$ cat config.mk
export PLATFORM = sky130hd
export DESIGN_NAME = memory_reader
export DESIGN_NICKNAME = d
export VERILOG_FILES = /design/src/rtl/memory_reader.sv
export SDC_FILE = /design/constraint.sdc
export NUM_CORES = 1
export LEC_CHECK = 0
export CAP_MARGIN = 10
export CELL_PAD_IN_SITES_DETAIL_PLACEMENT = 1
export CELL_PAD_IN_SITES_GLOBAL_PLACEMENT = 2
export CORE_UTILIZATION = 28
export CTS_CLUSTER_SIZE = 10
export DETAILED_ROUTE_END_ITERATION = 7
export PLACE_DENSITY_LB_ADDON = 0.1
export SYNTH_ARGS = -nofsm -noshare
export SYNTH_HDL_FRONTEND = slang
export SYNTH_SLANG_ARGS = --single-unit
$ cat constraint.sdc
create_clock -name CLOCK -period 5 [get_ports CLOCK]
set_input_delay 1.25 -clock CLOCK [delete_from_list [all_inputs] [get_ports CLOCK]]
set_output_delay 1.25 -clock CLOCK [all_outputs]
set_load 0.02 [all_outputs]
$ cat src/rtl/memory_reader.sv
// Burst memory reader: issues COUNT sequential reads starting at ADDR_IN, waits
// WAIT_CYCLES per word for the memory, and presents each captured word with a pulse.
module memory_reader #(
  parameter int ADDR_BITS   = 16,
  parameter int DATA_BITS   = 16,
  parameter int WAIT_CYCLES = 2
) (
  input  logic                 CLOCK,
  input  logic                 RESET,
  input  logic                 START,
  input  logic [ADDR_BITS-1:0] ADDR_IN,
  input  logic [7:0]           COUNT,
  output logic [ADDR_BITS-1:0] MEM_ADDR,
  output logic                 MEM_RE,
  input  logic [DATA_BITS-1:0] MEM_DATA,
  output logic [DATA_BITS-1:0] DATA_OUT,
  output logic                 WORD_VALID,
  output logic                 BUSY,
  output logic                 DONE,
  output logic [2:0]           STATE
);

  typedef enum logic [2:0] {
    S_IDLE   = 3'd0,
    S_ISSUE  = 3'd1,
    S_WAIT   = 3'd2,
    S_NEXT   = 3'd3,
    S_FINISH = 3'd4
  } state_t;

  localparam logic [3:0] WAIT_LIM = 4'(WAIT_CYCLES);

  state_t               state, state_nx;
  logic [ADDR_BITS-1:0] addr_q, addr_nx;
  logic [DATA_BITS-1:0] data_q, data_nx;
  logic [7:0]           remaining, rem_nx;
  logic [3:0]           wait_cnt, wait_nx;

  always_ff @(posedge CLOCK) begin
    if (RESET) begin
      state     <= S_IDLE;
      addr_q    <= '0;
      data_q    <= '0;
      remaining <= '0;
      wait_cnt  <= '0;
    end else begin
      state     <= state_nx;
      addr_q    <= addr_nx;
      data_q    <= data_nx;
      remaining <= rem_nx;
      wait_cnt  <= wait_nx;
    end
  end

  // Inputs are only looked at in IDLE, so mid-burst START/ADDR_IN/COUNT activity is ignored.
  always_comb begin
    state_nx = state;
    addr_nx  = addr_q;
    data_nx  = data_q;
    rem_nx   = remaining;
    wait_nx  = wait_cnt;
    case (state)
      S_IDLE: begin
        if (START) begin
          if (COUNT != 8'd0) begin
            addr_nx  = ADDR_IN;
            rem_nx   = COUNT;
            state_nx = S_ISSUE;
          end else begin
            state_nx = S_FINISH;
          end
        end
      end
      S_ISSUE: begin
        wait_nx  = 4'd0;
        state_nx = S_WAIT;
      end
      S_WAIT: begin
        // The counter reaches WAIT_LIM on the last wait cycle, when memory data is valid.
        wait_nx = wait_cnt + 4'd1;
        if (wait_nx == WAIT_LIM) begin
          data_nx  = MEM_DATA;
          state_nx = S_NEXT;
        end
      end
      S_NEXT: begin
        rem_nx = remaining - 8'd1;
        if (remaining > 8'd1) begin
          addr_nx  = addr_q + ADDR_BITS'(1);
          state_nx = S_ISSUE;
        end else begin
          state_nx = S_FINISH;
        end
      end
      S_FINISH: state_nx = S_IDLE;
      default:  state_nx = S_IDLE;
    endcase
  end

  assign MEM_ADDR   = addr_q;
  assign DATA_OUT   = data_q;
  assign MEM_RE     = (state == S_ISSUE);
  assign WORD_VALID = (state == S_NEXT);
  assign DONE       = (state == S_FINISH);
  assign BUSY       = (state != S_IDLE);
  assign STATE      = state;

endmodule
==> results of run 1 <==
[stage by stage]
step | instances | util (%) | hold WS [ns]
after floorplan | 302 | - | 0.457
after global placement | 473 | 38.6 | 0.475
after detailed placement | 473 | 38.6 | 0.482
after CTS | 481 | 39.6 | 0.510
after global routing | 481 | 39.6 | 0.530
final | 481 | 39.6 | 0.506
[synthesized netlist by cell type, types with 2 or more instances]
library cell and instances:
a211oi_2 3, a21oi_1 35, a221oi_1 2, a2bb2oi_1 3
a311oi_2 2, a31oi_1 7, and2_1 2, and3_1 4
and4_1 3, buf_2 3, buf_6 3, clkbuf_1 9
dfxtp_1 47, ha_1 5, inv_1 7, mux2i_1 17
nand2_1 27, nand2b_1 5, nand3_1 10, nor2_1 37
nor3_1 7, nor3b_1 3, nor4_1 2, nor4_4 2
nor4b_1 2, o21ai_0 16, o22a_1 2, o22ai_1 4
o31ai_1 2, o32ai_1 3, o41ai_1 3, or3_1 2
xnor2_1 3
[power by group through the flow]
stage,registers [W],logic [W],clock network (W)
2_1_floorplan,0.000482,0.000173,0
3_3_place_gp,0.000472,0.000308,0
3_5_place_dp,0.000473,0.000310,0
4_1_cts,0.000464,0.000312,0.000257
5_1_grt,0.000473,0.000337,0.000268
6_report,0.000464,0.000309,0.000242
[cells in the final DEF, fill, tap and decap left out, types with 2 or more instances in the layout]
cell | synthesis | routed
nor4_1 | 2 | 2
o41ai_1 | 3 | 3
or3_1 | 2 | 2
o31ai_1 | 2 | 2
mux2i_1 | 17 | 17
ha_1 | 5 | 5
a211oi_2 | 3 | 3
dfxtp_1 | 47 | 47
nor2_1 | 37 | 37
a311oi_2 | 2 | 2
o21ai_0 | 16 | 16
o32ai_1 | 3 | 3
nand2b_1 | 5 | 5
nand3_1 | 10 | 10
a221oi_1 | 2 | 2
nor3_1 | 7 | 7
a31oi_1 | 7 | 7
o22ai_1 | 4 | 4
a2bb2oi_1 | 3 | 3
clkdlybuf4s50_1 | 0 | 80
nor4_4 | 2 | 2
nand2_1 | 27 | 27
inv_1 | 7 | 7
and4_1 | 3 | 3
clkbuf_8 | 0 | 5
o22a_1 | 2 | 2
nor4b_1 | 2 | 2
and2_1 | 2 | 2
nor3b_1 | 3 | 3
a21oi_1 | 35 | 35
and3_1 | 4 | 4
clkinvlp_4 | 0 | 2
xnor2_1 | 3 | 3
[cell families (layout without fill, tap and decap cells)]
| group | Yosys count | after routing | synth area share, % |
|---|---|---|---|
| DFF | 47 | 47 | 36.8 |
| adders and majority gates | 5 | 5 | 2.45 |
| AOI/OAI and AO/OA | 89 | 89 | 22.9 |
| muxes | 17 | 17 | 6.66 |
| and+or+nand+nor | 115 | 115 | 24.5 |
| xor gates and xnor gates | 3 | 3 | 1.03 |
| buffers and inverters | 26 | 97 | 5.63 |
[layer usage]
metal | track usage, % | up-vias | wire length [µm]
li1 | - | 1238 | -
met1 | 22.4 | 1157 | 3810
met2 | 25.6 | 46 | 3410
met3 | 2.66 | 8 | 253
met4 | 4.07 | 0 | 72
met5 | 0 | - | 0
[area by class of cell]
class                   count  area, µm²  share of cell area [%]
multi-input cells         229       1470                    42.4
flip-flops and latches     47        941                    27.1
clock inverters             3       20.0                   0.577
clock buffers               5       68.8                    1.98
well taps                 108        135                    3.89
inverters                   8       30.0                   0.865
repair buffers             81        806                    23.2
[state kept, by name, indices dropped and copies added, names as in the netlist]
signal	count
STATE	3
remaining	8
DATA_OUT	16
MEM_ADDR	16
wait_cnt	4
[critical path, cell delays in order (launching register included)]
cell             delay (ns)
dfxtp_1                0.77
nand3b_4               0.44
inv_2                  0.49
clkdlybuf4s50_1        0.69
[path summary, 6_finish.rpt]
path,from,endpoint
worst max-delay path,STATE[0]$_SDFFE_PP0P_,WORD_VALID
worst min-delay path,DATA_OUT[13]$_SDFFE_PP0P_,DATA_OUT[13]$_SDFFE_PP0P_
worst max register to register,STATE[0]$_SDFFE_PP0P_,MEM_ADDR[0]$_SDFFE_PP0P_
worst min register to register,DATA_OUT[13]$_SDFFE_PP0P_,DATA_OUT[13]$_SDFFE_PP0P_
==> impl_metrics.csv, run 1 <==
group,metric,value,unit
placed_design,place.gp.congestion,0.753,
pwr,power_density,293,mW/mm²
worst_setup_path,arrival,2.70,ns
global_routing,grt_pass1_wl,12500,µm
pwr,pwr-share-clk,23.8,%
sta,period_minus_slack,3.95,ns
worst_setup_path,cp_max_fo,34,
drt,first_pass_iters,4,
pwr,p_leak,1.33,nW
cts,cts.clk_slew.worst_paths,0.10,ns
floorplan,coreArea,0.00876,mm²
placed_design,dp_hpwl,5150,µm
cts,cts_made_buffers,5,
synth,synth_area_per_cell,8.46,µm²
pwr,seq_power_share,45.7,%
outcome,status,"complete, no violations",
cts,cts_buffer_depth,2,
worst_setup_path,reg2reg_depth,5,
worst_hold_path,hold_path_class,"flip-flop to flip-flop",
global_routing,antenna_found_initial,0,
sta,fin_tns_setup,0,ns
cts,root_buffer,"clkbuf_8",
synth,synth.cell_area,0.00255,mm²
floorplan,pin_count,82,
finish,synthToLayoutAreaGrowth,35.8,%
synth,yosysTopAreaCellShare,36.8,%
synth,synth_top_cells_by_area,"dfxtp_1 37%, a21oi_1 6.9%, mux2i_1 6.7%",
finish,drive_above_1_share,6.43,%
synth,yosysSeqAreaShare,36.8,%
drt,detail_route.iter0.violations,33,
synth,async_flop_share,0,%
synth,synth_seq_cells,47,
worst_setup_path,worstSetupEndpointType,"primary output",
sta,finalSetupViolations,0,
finish,n_antenna_cell,0,
cts,cts.htree.levels,2,
worst_setup_path,cp-start-kind,"flip-flop",
finish,stdcell_area,0.00347,mm²
sta,fin_crit_sh,79.0,%
drt,wire_per_inst,15.7,µm
global_routing,grt_pass1_vias,2401,
pwr,power_frac_comb,30.5,%
cts,clock_sinks,47,
pwr,ir_drop,0.100,mV
floorplan,chipHeight,97.5,µm
sta,max_freq,253,MHz
sta,slew_headroom,29.5,%
sta,tightest_slew,1.06,ns
placed_design,post-place-ws,1.34,ns
worst_setup_path,reg2reg_slack,2.18,ns
synth,synth_nets,350,
worst_hold_path,hold_depth,2,
synth,synth-edff-count,0,
floorplan,die_w,97.5,µm
pwr,p_int,0.000655,W
drt,ant_nets,0,
drt,vias,2449,
sta,hold_viol,0,
global_routing,grt_start_max_net_pins,51,
global_routing,grt_overflow,0,
pwr,finalPower,0.00102,W
synth,yosysWarningCount,0,
finish,nets,420,
drt,vias_per_cell,5.09,
floorplan,die_area,0.00951,mm²
placed_design,placed_area,0.00338,mm²
drt,drc,0,
pwr,power.share.switching,35.5,%
cts,post_cts_buffers,0,
floorplan,num_rows,34,
synth,synth_largest_area_cell,"dfxtp_1",
finish,fillerInstances,1064,
sta,clock_skew,0.00543,ns
floorplan,start_util,29.2,%
sta,slew_violations,0,
sta,worst_slack,1.05,ns
synth,synth_cell_types,53,
cts,ctsResizeCount,0,
drt,wl,7540,µm
worst_setup_path,crit_type,"flip-flop to primary output",
pwr,p_sw,0.000361,W
run,drv_cap,0,
cts,insertion_delay,0.31,ns
global_routing,track_usage,16.1,%
cts,ctsHoldBuffers,0,
synth,ys.flop_type,"dfxtp_1",
sta,rsz0062_at_grt,"no",
synth,post_synth_inst_count,302,
worst_setup_path,required,3.75,ns
placed_design,port-buffer-count,81,
cts,tritoncts,"done",
Note: power is estimated with default switching activity, not from simulation.
==> inputs of run 2 (changes only) <==
--- a/config.mk
+++ b/config.mk
@@ -8,7 +8,7 @@
 export CAP_MARGIN = 10
 export CELL_PAD_IN_SITES_DETAIL_PLACEMENT = 1
 export CELL_PAD_IN_SITES_GLOBAL_PLACEMENT = 2
-export CORE_UTILIZATION = 28
+export CORE_UTILIZATION = 26
 export CTS_CLUSTER_SIZE = 10
 export DETAILED_ROUTE_END_ITERATION = 7
 export PLACE_DENSITY_LB_ADDON = 0.1
==> constraint.sdc (replaced) <==
create_clock -name CLOCK -period 3.85 [get_ports CLOCK]
set_input_delay 0.9625 -clock CLOCK [delete_from_list [all_inputs] [get_ports CLOCK]]
set_output_delay 0.9625 -clock CLOCK [all_outputs]
set_load 0.02 [all_outputs]
==> run 2 against run 1 <==
  * Design area increased by 1.7%
  * Critical path depth unchanged
  * Sequential cell count unchanged
  * Largest cell class unchanged
  * Utilization decreased by 1.9 points
==> impl_metrics.csv, run 2 (synthesis gave the netlist of run 1 again) <==
group,metric,value,unit
placed_design,place.gp.congestion,0.702,
cts,cts.clk_slew.worst_paths,0.09,ns
sta,period_minus_slack,3.07,ns
drt,first_pass_iters,4,
sta,fin_crit_sh,79.8,%
worst_setup_path,cp-start-kind,"flip-flop",
pwr,pwr-share-clk,24.8,%
floorplan,die_w,101,µm
cts,insertion_delay,0.29,ns
drt,detail_route.iter0.violations,39,
global_routing,grt_start_max_net_pins,51,
global_routing,antenna_found_initial,0,
cts,cts.htree.levels,2,
finish,nets,423,
global_routing,grt_overflow,0,
sta,hold_viol,0,
finish,n_antenna_cell,0,
floorplan,chipHeight,101,µm
sta,max_freq,325,MHz
drt,wl,7620,µm
worst_setup_path,reg2reg_depth,5,
placed_design,port-buffer-count,81,
pwr,ir_drop,0.172,mV
drt,vias_per_cell,4.85,
worst_hold_path,min_to,"DATA_OUT[0]$_SDFFE_PP0P_",
sta,finalSetupViolations,0,
pwr,power_frac_comb,30.2,%
pwr,p_int,0.000892,W
worst_setup_path,crit_type,"flip-flop to primary output",
worst_hold_path,min-delay-start,"DATA_OUT[0]$_SDFFE_PP0P_",
worst_hold_path,hold_path_class,"flip-flop to flip-flop",
finish,final_util,37.7,%
pwr,p_sw,0.000452,W
pwr,seq_power_share,45.0,%
worst_setup_path,required,2.89,ns
global_routing,grt.met1_usage,20.1,%
pwr,finalPower,0.00134,W
pwr,power_density,381,mW/mm²
worst_setup_path,path_cells,"inv_1 -> and3_1 -> clkdlybuf4s50_1",
finish,synthToLayoutAreaGrowth,38.2,%
finish,final_common_cell,"clkdlybuf4s50_1",
worst_setup_path,cp_max_fo,16,
floorplan,start_util,27.3,%
pwr,p_leak,1.35,nW
global_routing,grt_busiest_layer,"met2",
global_routing,grt_pass1_vias,2501,
sta,tightest_slew,1.01,ns
floorplan,coreArea,0.00937,mm²
drt,drc,0,
sta,whs,0.502,ns
sta,fin_tns_setup,0,ns
worst_setup_path,r2r-start,"STATE[0]$_SDFFE_PP0P_",
floorplan,die_area,0.0102,mm²
cts,post_cts_buffers,0,
drt,wire_per_inst,15.1,µm
cts,cts_buffer_depth,2,
global_routing,use_met2,26.4,%
worst_setup_path,worstSetupEndpointType,"primary output",
sta,rsz0062_at_grt,"no",
finish,stdcell_count,505,
finish,final_cell_mix,"80 x clkdlybuf4s50_1, 47 x dfxtp_1, 37 x nor2_1",
pwr,power.share.switching,33.6,%
floorplan,num_rows,35,
sta,slew_headroom,32.4,%
worst_setup_path,reg2reg_slack,1.43,ns
worst_setup_path,arrival,2.11,ns
global_routing,track_usage,15.2,%
worst_setup_path,slowest_stage,"dfxtp_1",
run,drv_cap,0,
worst_setup_path,slowest_delay,0.78,ns
worst_setup_path,r2r-end,"MEM_ADDR[0]$_SDFFE_PP0P_",
worst_hold_path,hold_depth,2,
outcome,status,"complete, no violations",
sta,clock_skew,0.00618,ns
placed_design,dp_hpwl,5420,µm
finish,drive_above_1_share,6.91,%
cts,clock_sinks,47,
cts,root_buffer,"clkbuf_8",
cts,ctsHoldBuffers,0,
cts,tritoncts,"done",
global_routing,grt_pass1_wl,12500,µm
global_routing,gr-usage-met3,2.55,%
drt,ant_nets,0,
placed_design,dp.cells,497,
cts,ctsResizeCount,0,
sta,slew_violations,0,
drt,vias,2448,
cts,cts_made_buffers,5,
floorplan,pin_count,82,
-- run 2: changes by cell type in the layout (fill, tap and decap cells not counted), sizes merged --
| cell | change |
|---|---|
| buf | +3 |
| clkbuf | +3 |
| clkinv | -1 |
| clkinvlp | -2 |
-- run 2: metal layers --
layer / vias to the layer above / routed length [µm]
met3: 2 / 210
met5: - / 0
met1: 1161 / 3700
met2: 39 / 3670
li1: 1246 / -
met4: 0 / 36
-- run 2: layout make-up --
class | instances | area (µm²)
flip-flops and latches | 47 | 941
inverters | 8 | 30.0
fillers | 1136 | 5840
clock buffers | 8 | 100
repair buffers | 84 | 828
multi-input cells | 229 | 1470
well taps | 129 | 161
-- run 2: critical path, delay by kind of cell, from the launching register on --
kind	cells	cell delay (ns)
buf+inv	2	0.79
flops	1	0.78
simple gates	1	0.24
-- run 2: power by group through the flow --
stage	clock network [W]	logic [W]	registers, W
after CTS	0.000353	0.000411	0.000606
after detailed placement	0	0.000411	0.000617
final	0.000333	0.000406	0.000605
after global placement	0	0.000404	0.000616
after floorplan	0	0.000224	0.000627
after global routing	0.000371	0.000445	0.000617
-- run 2: worst max path at each step --
stage / from / to / slack (ns) / cells after the start
global route: STATE[1]$_SDFFE_PP0P_ / MEM_RE / 0.62 / 3
floorplan: STATE[2]$_SDFFE_PP0P_ / WORD_VALID / 1.62 / 4
detailed placement: COUNT[2] / MEM_ADDR[12]$_SDFFE_PP0P_ / 0.74 / 6
finish: STATE[1]$_SDFFE_PP0P_ / MEM_RE / 0.78 / 3
global placement: START / MEM_ADDR[0]$_SDFFE_PP0P_ / 0.78 / 5
CTS: STATE[1]$_SDFFE_PP0P_ / MEM_RE / 0.75 / 3
-- run 2: per-stage QoR --
step | setup WS [ns] | area, µm²
floorplan | 1.62 | 2550
global route | 0.621 | 3530
detailed placement | 0.744 | 3430
CTS | 0.752 | 3530
finish | 0.777 | 3530
global placement | 0.781 | 3430
==> inputs of run 3 (changes only) <==
==> constraint.sdc (replaced) <==
create_clock -name CLOCK -period 3.22 [get_ports CLOCK]
set_input_delay 0.805 -clock CLOCK [delete_from_list [all_inputs] [get_ports CLOCK]]
set_output_delay 0.805 -clock CLOCK [all_outputs]
set_load 0.02 [all_outputs]
==> run 3 against run 2 <==
  * Cell count is 0.79% higher
  * Hold slack gained 0.0020 ns
  * Wire length is 0.54% lower
  * Critical endpoint unchanged
  * Critical path depth did not move
  * Critical path type unchanged
  * First-iteration DRC count grew 51%
  * Design area increased by 1.3%
  * Global-route usage increased by 0.34 points
  * Power grew 24%
  * Sequential share of layout area shrank 0.35 points
==> impl_metrics.csv, run 3 (synthesis gave the netlist of run 1 again) <==
group,metric,value,unit
outcome,status,"complete, no violations",
sta,rsz0062_at_grt,"no",
global_routing,grt_overflow,0,
finish,n_antenna_cell,0,
floorplan,die_w,101,µm
finish,fillerInstances,1130,
sta,fin_crit_sh,89.2,%
global_routing,grt_start_max_net_pins,28,
worst_setup_path,cp_max_fo,16,
pwr,p_sw,0.000543,W
cts,ctsResizeCount,0,
cts,cts_buffer_depth,2,
drt,drc,0,
sta,worst_slack,0.349,ns
cts,cts_made_buffers,5,
pwr,finalPower,0.00167,W
finish,final_common_cell,"clkdlybuf4s50_1",
floorplan,chipHeight,101,µm
worst_setup_path,arrival,2.07,ns
placed_design,place.gp.congestion,0.742,
cts,cts.clk_slew.worst_paths,0.09,ns
floorplan,start_util,27.3,%
pwr,power_density,467,mW/mm²
drt,ant_nets,0,
worst_hold_path,hold_path_class,"flip-flop to flip-flop",
sta,fin_tns_setup,0,ns
global_routing,antenna_found_initial,0,
sta,hold_viol,0,
drt,detail_route.iter0.violations,59,
drt,vias,2481,
pwr,seq_power_share,42.8,%
worst_setup_path,required,2.41,ns
sta,period_minus_slack,2.87,ns
sta,slew_violations,0,
finish,synthToLayoutAreaGrowth,40.1,%
placed_design,port-buffer-count,81,
floorplan,pin_count,82,
pwr,p_leak,1.38,nW
placed_design,dp_hpwl,5540,µm
placed_design,post-place-ws,0.305,ns
cts,post_cts_buffers,0,
drt,wl,7580,µm
drt,first_pass_iters,4,
sta,tightest_slew,0.955,ns
pwr,power_frac_comb,29.7,%
cts,root_buffer,"clkbuf_8",
drt,vias_per_cell,4.87,
cts,clock_sinks,47,
cts,insertion_delay,0.30,ns
cts,ctsHoldBuffers,0,
pwr,p_int,0.00113,W
floorplan,die_area,0.0102,mm²
sta,finalSetupViolations,0,
sta,max_freq,348,MHz
finish,nets,427,
pwr,pwr-share-clk,27.5,%
worst_setup_path,crit_type,"flip-flop to primary output",
pwr,ir_drop,0.185,mV
finish,final_cell_mix,"80 x clkdlybuf4s50_1, 47 x dfxtp_1, 37 x nor2_1",
global_routing,grt_pass1_wl,12600,µm
sta,slew_headroom,36.3,%
run,drv_cap,0,
cts,cts.htree.levels,2,
global_routing,grt_pass1_vias,2544,
worst_setup_path,worstSetupEndpointType,"primary output",
finish,drive_above_1_share,8.16,%
drt,wire_per_inst,14.9,µm
pwr,power.share.switching,32.5,%
floorplan,num_rows,35,
global_routing,track_usage,15.6,%
floorplan,coreArea,0.00937,mm²
worst_setup_path,cp-start-kind,"flip-flop",
cts,tritoncts,"done",
sta,clock_skew,0.00791,ns
[run 3: cell types whose count changed in the layout (fill, tap and decap cells not counted)]
cell and delta:
buf_4 +4, bufinv_16 +1, clkbuf_1 -1, clkbuf_8 -1
clkinv_2 +1
[run 3: area by class of cell]
type / count / area [µm²] / share of cell area (%)
Multi-Input combinational cell: 229 / 1470 / 41.1
Timing Repair Buffer: 88 / 858 / 24.0
Sequential cell: 47 / 941 / 26.3
Tap cell: 129 / 161 / 4.51
Inverter: 8 / 30.0 / 0.839
Clock inverter: 2 / 35.0 / 0.979
Clock buffer: 6 / 82.6 / 2.31
[run 3: per-layer routing]
metal / GRT usage, % / share of wire [%] / vias to the layer above
li1: - / - / 1255
met1: 21.3 / 49 / 1178
met2: 25.6 / 47 / 41
met3: 2.62 / 3.1 / 7
met4: 3.34 / 0.73 / 0
met5: 0 / 0 / -
[run 3: path summary, 6_finish.rpt]
path	slack, ns	from	end	depth (start not counted)
min	0.50	DATA_OUT[9]$_SDFFE_PP0P_	DATA_OUT[9]$_SDFFE_PP0P_	2
max reg2reg	0.80	remaining[0]$_SDFFE_PP0P_	MEM_ADDR[0]$_SDFFE_PP0P_	7
max	0.35	STATE[1]$_SDFFE_PP0P_	MEM_RE	3
min reg2reg	0.50	DATA_OUT[9]$_SDFFE_PP0P_	DATA_OUT[9]$_SDFFE_PP0P_	2
[run 3: stage by stage]
stage,instances,utilization [%],hold slack (ns),cell area (µm²)
6_report,509,38.2,0.504,3580
5_1_grt,509,38.2,0.539,3580
4_1_cts,509,38.2,0.513,3580
3_5_place_dp,501,36.9,0.486,3460
3_3_place_gp,501,36.9,0.473,3460
2_1_floorplan,302,-,0.457,2550
[run 3: critical path, cell delays in order (launching register included)]
cell and delay, ns:
dfxtp_1 0.75, inv_1 0.24, and3_1 0.23, clkdlybuf4s50_1 0.53
[run 3: power by group through the flow]
| stage | Combinational [W] | Clock [W] | Sequential (W) |
|---|---|---|---|
| final | 0.000496 | 0.000459 | 0.000716 |
| after global routing | 0.000550 | 0.000505 | 0.000730 |
| after CTS | 0.000505 | 0.000480 | 0.000717 |
| after detailed placement | 0.000503 | 0 | 0.000730 |
| after global placement | 0.000497 | 0 | 0.000729 |
| after floorplan | 0.000268 | 0 | 0.000749 |
